## src/rtl/axi_arbiter_w.sv

```systemverilog
// axi_arbiter_w: round-robin write-channel arbiter for a 4-master AXI4 interconnect.
// Define AXI_WARB_TIMEOUT_EN to add the stall watchdog and the wr_timeout port.
module axi_arbiter_w #(
  parameter int TIMEOUT_CYCLES = 1024,
  parameter int RST_PTR        = 0
) (
  input  logic       ACLK,
  input  logic       ARESET,
  input  logic       m0_AWVALID,
  input  logic       m1_AWVALID,
  input  logic       m2_AWVALID,
  input  logic       m3_AWVALID,
  input  logic       s_AWVALID,
  input  logic       s_WVALID,
  input  logic       s_WLAST,
  input  logic       s_BREADY,
  input  logic       m_AWREADY,
  input  logic       m_WREADY,
  input  logic       m_BVALID,
  output logic       m0_wgrnt,
  output logic       m1_wgrnt,
  output logic       m2_wgrnt,
  output logic       m3_wgrnt,
  output logic       wr_busy,
  output logic [1:0] wr_owner
`ifdef AXI_WARB_TIMEOUT_EN
  ,
  output logic       wr_timeout
`endif
);
  typedef enum logic [1:0] {IDLE, DATA, RESP} state_t;
  state_t     r_state, w_state_nxt;
  logic [1:0] r_ptr, w_ptr_nxt, r_owner, w_owner_nxt, w_sel;
  logic [3:0] r_grnt, w_grnt_nxt, w_req;
  logic       r_busy, r_aw_done, r_w_done, w_aw_nxt, w_w_nxt;
  logic       w_aw_hs, w_wl_hs, w_b_hs, w_release, w_force;
  assign w_req   = {m3_AWVALID, m2_AWVALID, m1_AWVALID, m0_AWVALID};
  assign w_aw_hs = s_AWVALID & m_AWREADY;
  assign w_wl_hs = s_WVALID & m_WREADY & s_WLAST;
  assign w_b_hs  = m_BVALID & s_BREADY;
  assign w_release = ((r_state == RESP) & w_b_hs) | w_force;
  // Lowest offset from the pointer wins, so scan offsets from high to low.
  always_comb begin
    w_sel = r_ptr;
    for (int k = 3; k >= 0; k--)
      if (w_req[r_ptr + 2'(k)]) w_sel = r_ptr + 2'(k);
  end
  always_comb begin
    w_state_nxt = r_state;
    w_ptr_nxt   = r_ptr;
    w_owner_nxt = r_owner;
    w_grnt_nxt  = r_grnt;
    w_aw_nxt    = r_aw_done;
    w_w_nxt     = r_w_done;
    case (r_state)
      IDLE: if (|w_req) begin
        w_grnt_nxt  = 4'b0001 << w_sel;
        w_owner_nxt = w_sel;
        w_state_nxt = DATA;
      end
      DATA: begin
        w_aw_nxt = r_aw_done | w_aw_hs;
        w_w_nxt  = r_w_done | w_wl_hs;
        w_state_nxt = (w_aw_nxt & w_w_nxt) ? RESP : DATA;
      end
      RESP: w_state_nxt = RESP;
      default: w_state_nxt = IDLE;
    endcase
    if (w_release) begin
      w_grnt_nxt  = 4'b0000;
      w_ptr_nxt   = r_owner + 2'd1;
      w_aw_nxt    = 1'b0;
      w_w_nxt     = 1'b0;
      w_state_nxt = IDLE;
    end
  end
  always_ff @(posedge ACLK) begin
    if (ARESET) begin
      r_state   <= IDLE;
      r_ptr     <= 2'(RST_PTR);
      r_owner   <= 2'd0;
      r_grnt    <= 4'b0000;
      r_busy    <= 1'b0;
      r_aw_done <= 1'b0;
      r_w_done  <= 1'b0;
    end else begin
      r_state   <= w_state_nxt;
      r_ptr     <= w_ptr_nxt;
      r_owner   <= w_owner_nxt;
      r_grnt    <= w_grnt_nxt;
      r_busy    <= |w_grnt_nxt;
      r_aw_done <= w_aw_nxt;
      r_w_done  <= w_w_nxt;
    end
  end
`ifdef AXI_WARB_TIMEOUT_EN
  localparam int CW = $clog2(TIMEOUT_CYCLES) + 1;
  localparam logic [CW-1:0] LIM = CW'(TIMEOUT_CYCLES - 1);
  logic [CW-1:0] r_cnt, w_cnt_nxt;
  logic          r_timeout;
  assign w_force = (r_state != IDLE) & (r_cnt == LIM);
  // Any sign of progress or any state change restarts the stall count.
  assign w_cnt_nxt = ((w_state_nxt == IDLE) | (w_state_nxt != r_state) | w_aw_hs |
                      (s_WVALID & m_WREADY) | w_b_hs) ? '0 : r_cnt + 1'b1;
  always_ff @(posedge ACLK) begin
    if (ARESET) begin
      r_cnt     <= '0;
      r_timeout <= 1'b0;
    end else begin
      r_cnt     <= w_cnt_nxt;
      r_timeout <= (w_state_nxt != IDLE) & (w_cnt_nxt == LIM);
    end
  end
  assign wr_timeout = r_timeout;
`else
  logic w_unused_timeout;
  assign w_unused_timeout = ^TIMEOUT_CYCLES;
  assign w_force = 1'b0;
`endif
  assign {m3_wgrnt, m2_wgrnt, m1_wgrnt, m0_wgrnt} = r_grnt;
  assign wr_busy  = r_busy;
  assign wr_owner = r_owner;
endmodule

```

## config.mk

```make
export PLATFORM = sky130hd
export DESIGN_NAME = axi_arbiter_w
export DESIGN_NICKNAME = d
export VERILOG_FILES = /design/src/rtl/axi_arbiter_w.sv
export SDC_FILE = /design/constraint.sdc
export NUM_CORES = 1
export LEC_CHECK = 0
export BUFFER_PORTS_ARGS = -buffer_cell sky130_fd_sc_hd__buf_2
export CAP_MARGIN = 0
export CORE_ASPECT_RATIO = 1.2
export CORE_UTILIZATION = 35
export DETAILED_ROUTE_END_ITERATION = 7
export GPL_TIMING_DRIVEN = 0
export SLEW_MARGIN = 15
export SYNTH_ARGS = -nofsm -noshare
export SYNTH_HDL_FRONTEND = slang
export SYNTH_SLANG_ARGS = --single-unit
export TNS_END_PERCENT = 30
```

## constraint.sdc

```tcl
create_clock -name ACLK -period 2.3 [get_ports ACLK]
set_input_delay 0.115 -clock ACLK [delete_from_list [all_inputs] [get_ports ACLK]]
set_output_delay 0.115 -clock ACLK [all_outputs]
set_load 0.03 [all_outputs]
```

* Yosys cells after proc, flatten, opt, wreduce, memory -nomap -nowiden
Index checks and enable logic that the tools add are counted.
Storage, ports and cells: register bits after elaboration 13, output and inout bits 7, word-level logic and storage cells 50
Operators by class: add/subtract/negate cells 4, muxes and demuxes 18, reduce and logical (&&, ||, !) cells 5, bitwise operators 8, eq/ne operators 3, shifts and indexed selects 1, $lt $le $gt $ge 4
Operator list (number):
- $lt 2x3->1 const B | 4
- $mux 2 | 6
- $mux 4 | 3
- $bmux 1 s2 | 4
- $reduce_or 4->1 | 2
- $and 1x1->1 | 6
- $pmux 2 s3 | 1
- $add 2x1->2 const B | 2
- $add 2x2->2 const B | 2
- $mux 1 | 4
- $shl 1x2->4 const A | 1
- $eq 2x1->1 const B | 1
- $eq 2x2->1 const B | 1
- $logic_not 2->1 | 1
- $ne 2x2->1 const B | 1
- $or 1x1->1 | 2
- $reduce_and 2->1 | 1
- $reduce_or 2->1 | 1

* Depth between registers and ports, before layout
word-level depth 12, mapped depth 6, mapped depth without buffers 5

* Worst setup path before layout
No wires, ideal clock.
path type flip-flop to flip-flop, from reg r_ptr[1], to reg r_grnt[3], required time 2.230 ns, slack 0.687 ns, cell stages (with the launch flop) 5, arrival 1.542 ns, buffers on the path 0, path through dfxtp_1 > o22ai_1 > a222oi_1 > or4b_1 > a21oi_1
On the way: word-level cells in the longest chain between the ends 11, elaborated cells between the ends (all ways) 19
RTL lines:
- start, declared | RTL line 33 | logic [1:0] r_ptr, w_ptr_nxt, r_owner, w_owner_nxt, w_sel;
- start signal, assigned | RTL line 80 | r_ptr <= 2'(RST_PTR);
- start signal, assigned | RTL line 88 | r_ptr <= w_ptr_nxt;
- $add 2x2->2 | RTL line 46 | if (w_req[r_ptr + 2'(k)]) w_sel = r_ptr + 2'(k);
- $bmux 1 s2 | RTL line 46
- $mux 1 (not written as such) | RTL line 46
- $mux 2 (3 in a row) | RTL line 46
- $mux 2 * | RTL line 46
- $shl 1x2->4 * | RTL line 57 | w_grnt_nxt = 4'b0001 << w_sel;
- $mux 4 * | RTL line 56 | IDLE: if (|w_req) begin
- $mux 4 * | RTL line 55 | case (r_state)
- $mux 4 * | RTL line 69 | if (w_release) begin
- end signal, assigned | RTL line 90 | r_grnt <= w_grnt_nxt;
- end, declared | RTL line 34 | logic [3:0] r_grnt, w_grnt_nxt, w_req;
Every way passes the cells marked *; elsewhere a longest branch is shown, timed or not. The select of a mux whose other input is x is not followed. A chain may end at the register's enable or synchronous reset.

* Worst setup path after layout
Same ends and word-level chain as after synthesis.

==> flow_summary.ini <==
[run_status]
status = complete, no violations

[sta]
finalMaxSlewViolations = 0
whs_ns = 0.0652
tightestPinTransition_ns = 0.648
fin_crit_ns = 1.90
worst_slack_ns = 0.400
clock_skew_ns = 0.00761
tns_ns = 0
rsz0062_at_grt = no
fmax_ghz = 0.526
slew_headroom_pct = 56.8
fin_crit_sh_pct = 82.6
setup_viol = 0
finalHoldViolCount = 0

[critical_path]
rrSetupSlack_ns = 0.40
cp_num_buf_inv = 0
path_cells = o22ai_1, a222oi_1, or4b_1, a21oi_1
max_stage_delay_ns = 0.63
cp_slowest_cell = a222oi_1
worstSetupPathType = reg -> reg
crit_path_end_kind = register
cpLargestDelayFamily = compound AO/OA/AOI/OAI gates
worstPathMaxFanout = 7
crit_required_ns = 2.50
arrival_ns = 2.10
cp-startpoint = r_ptr[1]$_SDFFE_PP0P_
r2r-start = r_ptr[1]$_SDFFE_PP0P_
worstSetupStartpointType = register

[clocking]
cts.sinks = 13
clkLatencyLatePin_ns = 0.27
cts_tree = built
cts_setup_buffers = 0
clockRootBuffer = clkbuf_4
hold_buffers = 0
cts_resized = 0
htreeDepth = 1
clkTransAtPathRegs_ns = 0.07
cts-buffers-inserted = 3
cts_buffer_depth = 2

[floorplanning]
rows = 15
initial_utilization_pct = 39.0
die_w_um = 39.3
die-area_um2 = 1840
ios = 20
dieHeight_um = 46.8
core_area_um2 = 1500

[yosys]
synth_top_area_share_pct = 44.4
ys_types = 25
synth_largest_area_cell = dfxtp_1
syn_area_um2 = 586
yosysWarnings = 0
syn_inst = 73
yosysSeqAreaShare_pct = 44.4
avgSynthCellArea_um2 = 8.02
syn_nets = 86
ys_top_cells_by_area = dfxtp_1, a21oi_1, nor2_1
ys_ff_latch = 13

[drt]
ant_nets = 0
drtPass1Iterations = 4
wl_per_cell_um = 11.0
drt_iter0_markers = 21
via_count = 582
drt_wl_total_mm = 1.24
vias_per_cell = 5.15
drc = 0

[grt]
grt_pass1_wl_mm = 1.87
grt_start_max_net_pins = 11
grt_antenna_before_repair = 0
grt_usage_pct = 15.0
grt_pass1_vias = 462
grt_remaining_overflow = 0

[flow_run]
drv_cap = 0

[placed_design]
globalplace.congestion = 0.676
portBuffers = 19
place_ws_ns = 0.384
dp.final_hpwl_um = 968

[min_path]
hold_start = ARESET
hold_path.class = in -> reg

[power]
powerDensity_nw_per_um2 = 642
leakage_nw = 0.312
peakVddDrop_mv = 0.345

[cells_and_area]
area_growth_pct = 24.4
finish.utilization_pct = 48.5
antenna_cells = 0
nNetsFinal = 110
drive_above_1_share_pct = 27.1
fillers = 171
## power breakdown
| part | total (mW) | internal (mW) | switching, mW |
|---|---|---|---|
| logic | 0.0866 | 0.0352 | 0.0514 |
| registers | 0.243 | 0.236 | 0.00670 |
| clock network | 0.138 | 0.0671 | 0.0710 |
## per-layer routing
metal  vias to the layer above  global-route usage, %  wire length (µm)  share of wire (%)
met5                         -                      0                 0                  0
li1                        306                      -                 -                  -
met3                         2                   4.27                44                3.5
met2                        12                   25.7               626                 50
met1                       262                   16.6               558                 45
met4                         0                   8.28                13                1.0
## cell families (layout without fill, tap and decap cells)
family,Yosys count,in the layout,synth area share (%)
AO/OA/AOI/OAI,22,22,22.0
XOR/XNOR,1,1,1.50
buffers and inverters,6,29,3.85
flip-flops,13,13,44.4
multiplexers,1,1,1.71
AND/OR/NAND/NOR,30,30,26.5
## flip-flops by register name, indices dropped and copies added (netlist names)
register and flops:
r_grnt 4, r_w_done 1, r_aw_done 1, r_ptr 2, wr_busy 1, wr_owner 2, r_state 2
## cell usage after synthesis
cell type  number
nand2_1         5
o21ai_0         1
xnor2_1         1
nor3b_1         1
nor4_1          2
a31oi_1         2
or3b_2          1
or4b_1          1
mux2i_1         1
nor3_1          1
a21oi_1        12
nand3_1         1
clkbuf_1        2
nor2b_1         2
or2_2           2
or3_2           1
o22a_1          1
o21a_1          1
dfxtp_1        13
nand2b_1        1
nor2_1         11
o22ai_1         4
a222oi_1        1
inv_1           4
nand3b_1        1
## through the flow
step	instances	power, mW	cell area [µm²]
floorplan	73	0.304	586
global placement	109	0.333	702
detailed placement	109	0.335	702
CTS	113	0.473	728
global route	113	0.497	728
finish	113	0.467	728
## layout by cell type, fill, tap and decap left out, types with 2 or more instances in the layout
cell type	synthesis	routed
a21oi_1	12	12
nor2_1	11	11
nor2b_1	2	2
a31oi_1	2	2
clkbuf_1	2	3
or2_2	2	2
dfxtp_1	13	13
inv_1	4	4
clkbuf_4	0	3
buf_2	0	19
nor4_1	2	2
o22ai_1	4	4
nand2_1	5	5
## worst register-to-register path: stages, from the launching register on
cell and delay, ns:
dfxtp_1 0.43, o22ai_1 0.12, a222oi_1 0.63, or4b_1 0.50
a21oi_1 0.15
## worst paths after layout
check / endpoint / depth (start not counted)
max: r_grnt[3]$_SDFF_PP0_ / 4
min: wr_owner[1]$_SDFFE_PP0P_ / 2
max reg2reg: r_grnt[3]$_SDFF_PP0_ / 4
min reg2reg: r_grnt[2]$_SDFF_PP0_ / 2
## final cells by class
cell class / count / area (µm²) / share of cell area, %
Clock buffer: 4 / 26.3 / 3.61
Buffer: 2 / 7.51 / 1.03
Tap cell: 17 / 21.3 / 2.92
Multi-Input combinational cell: 54 / 303 / 41.6
Inverter: 4 / 15.0 / 2.06
Sequential cell: 13 / 260 / 35.7
Timing Repair Buffer: 19 / 95.1 / 13.1
Power figures use the tool's default switching activity.
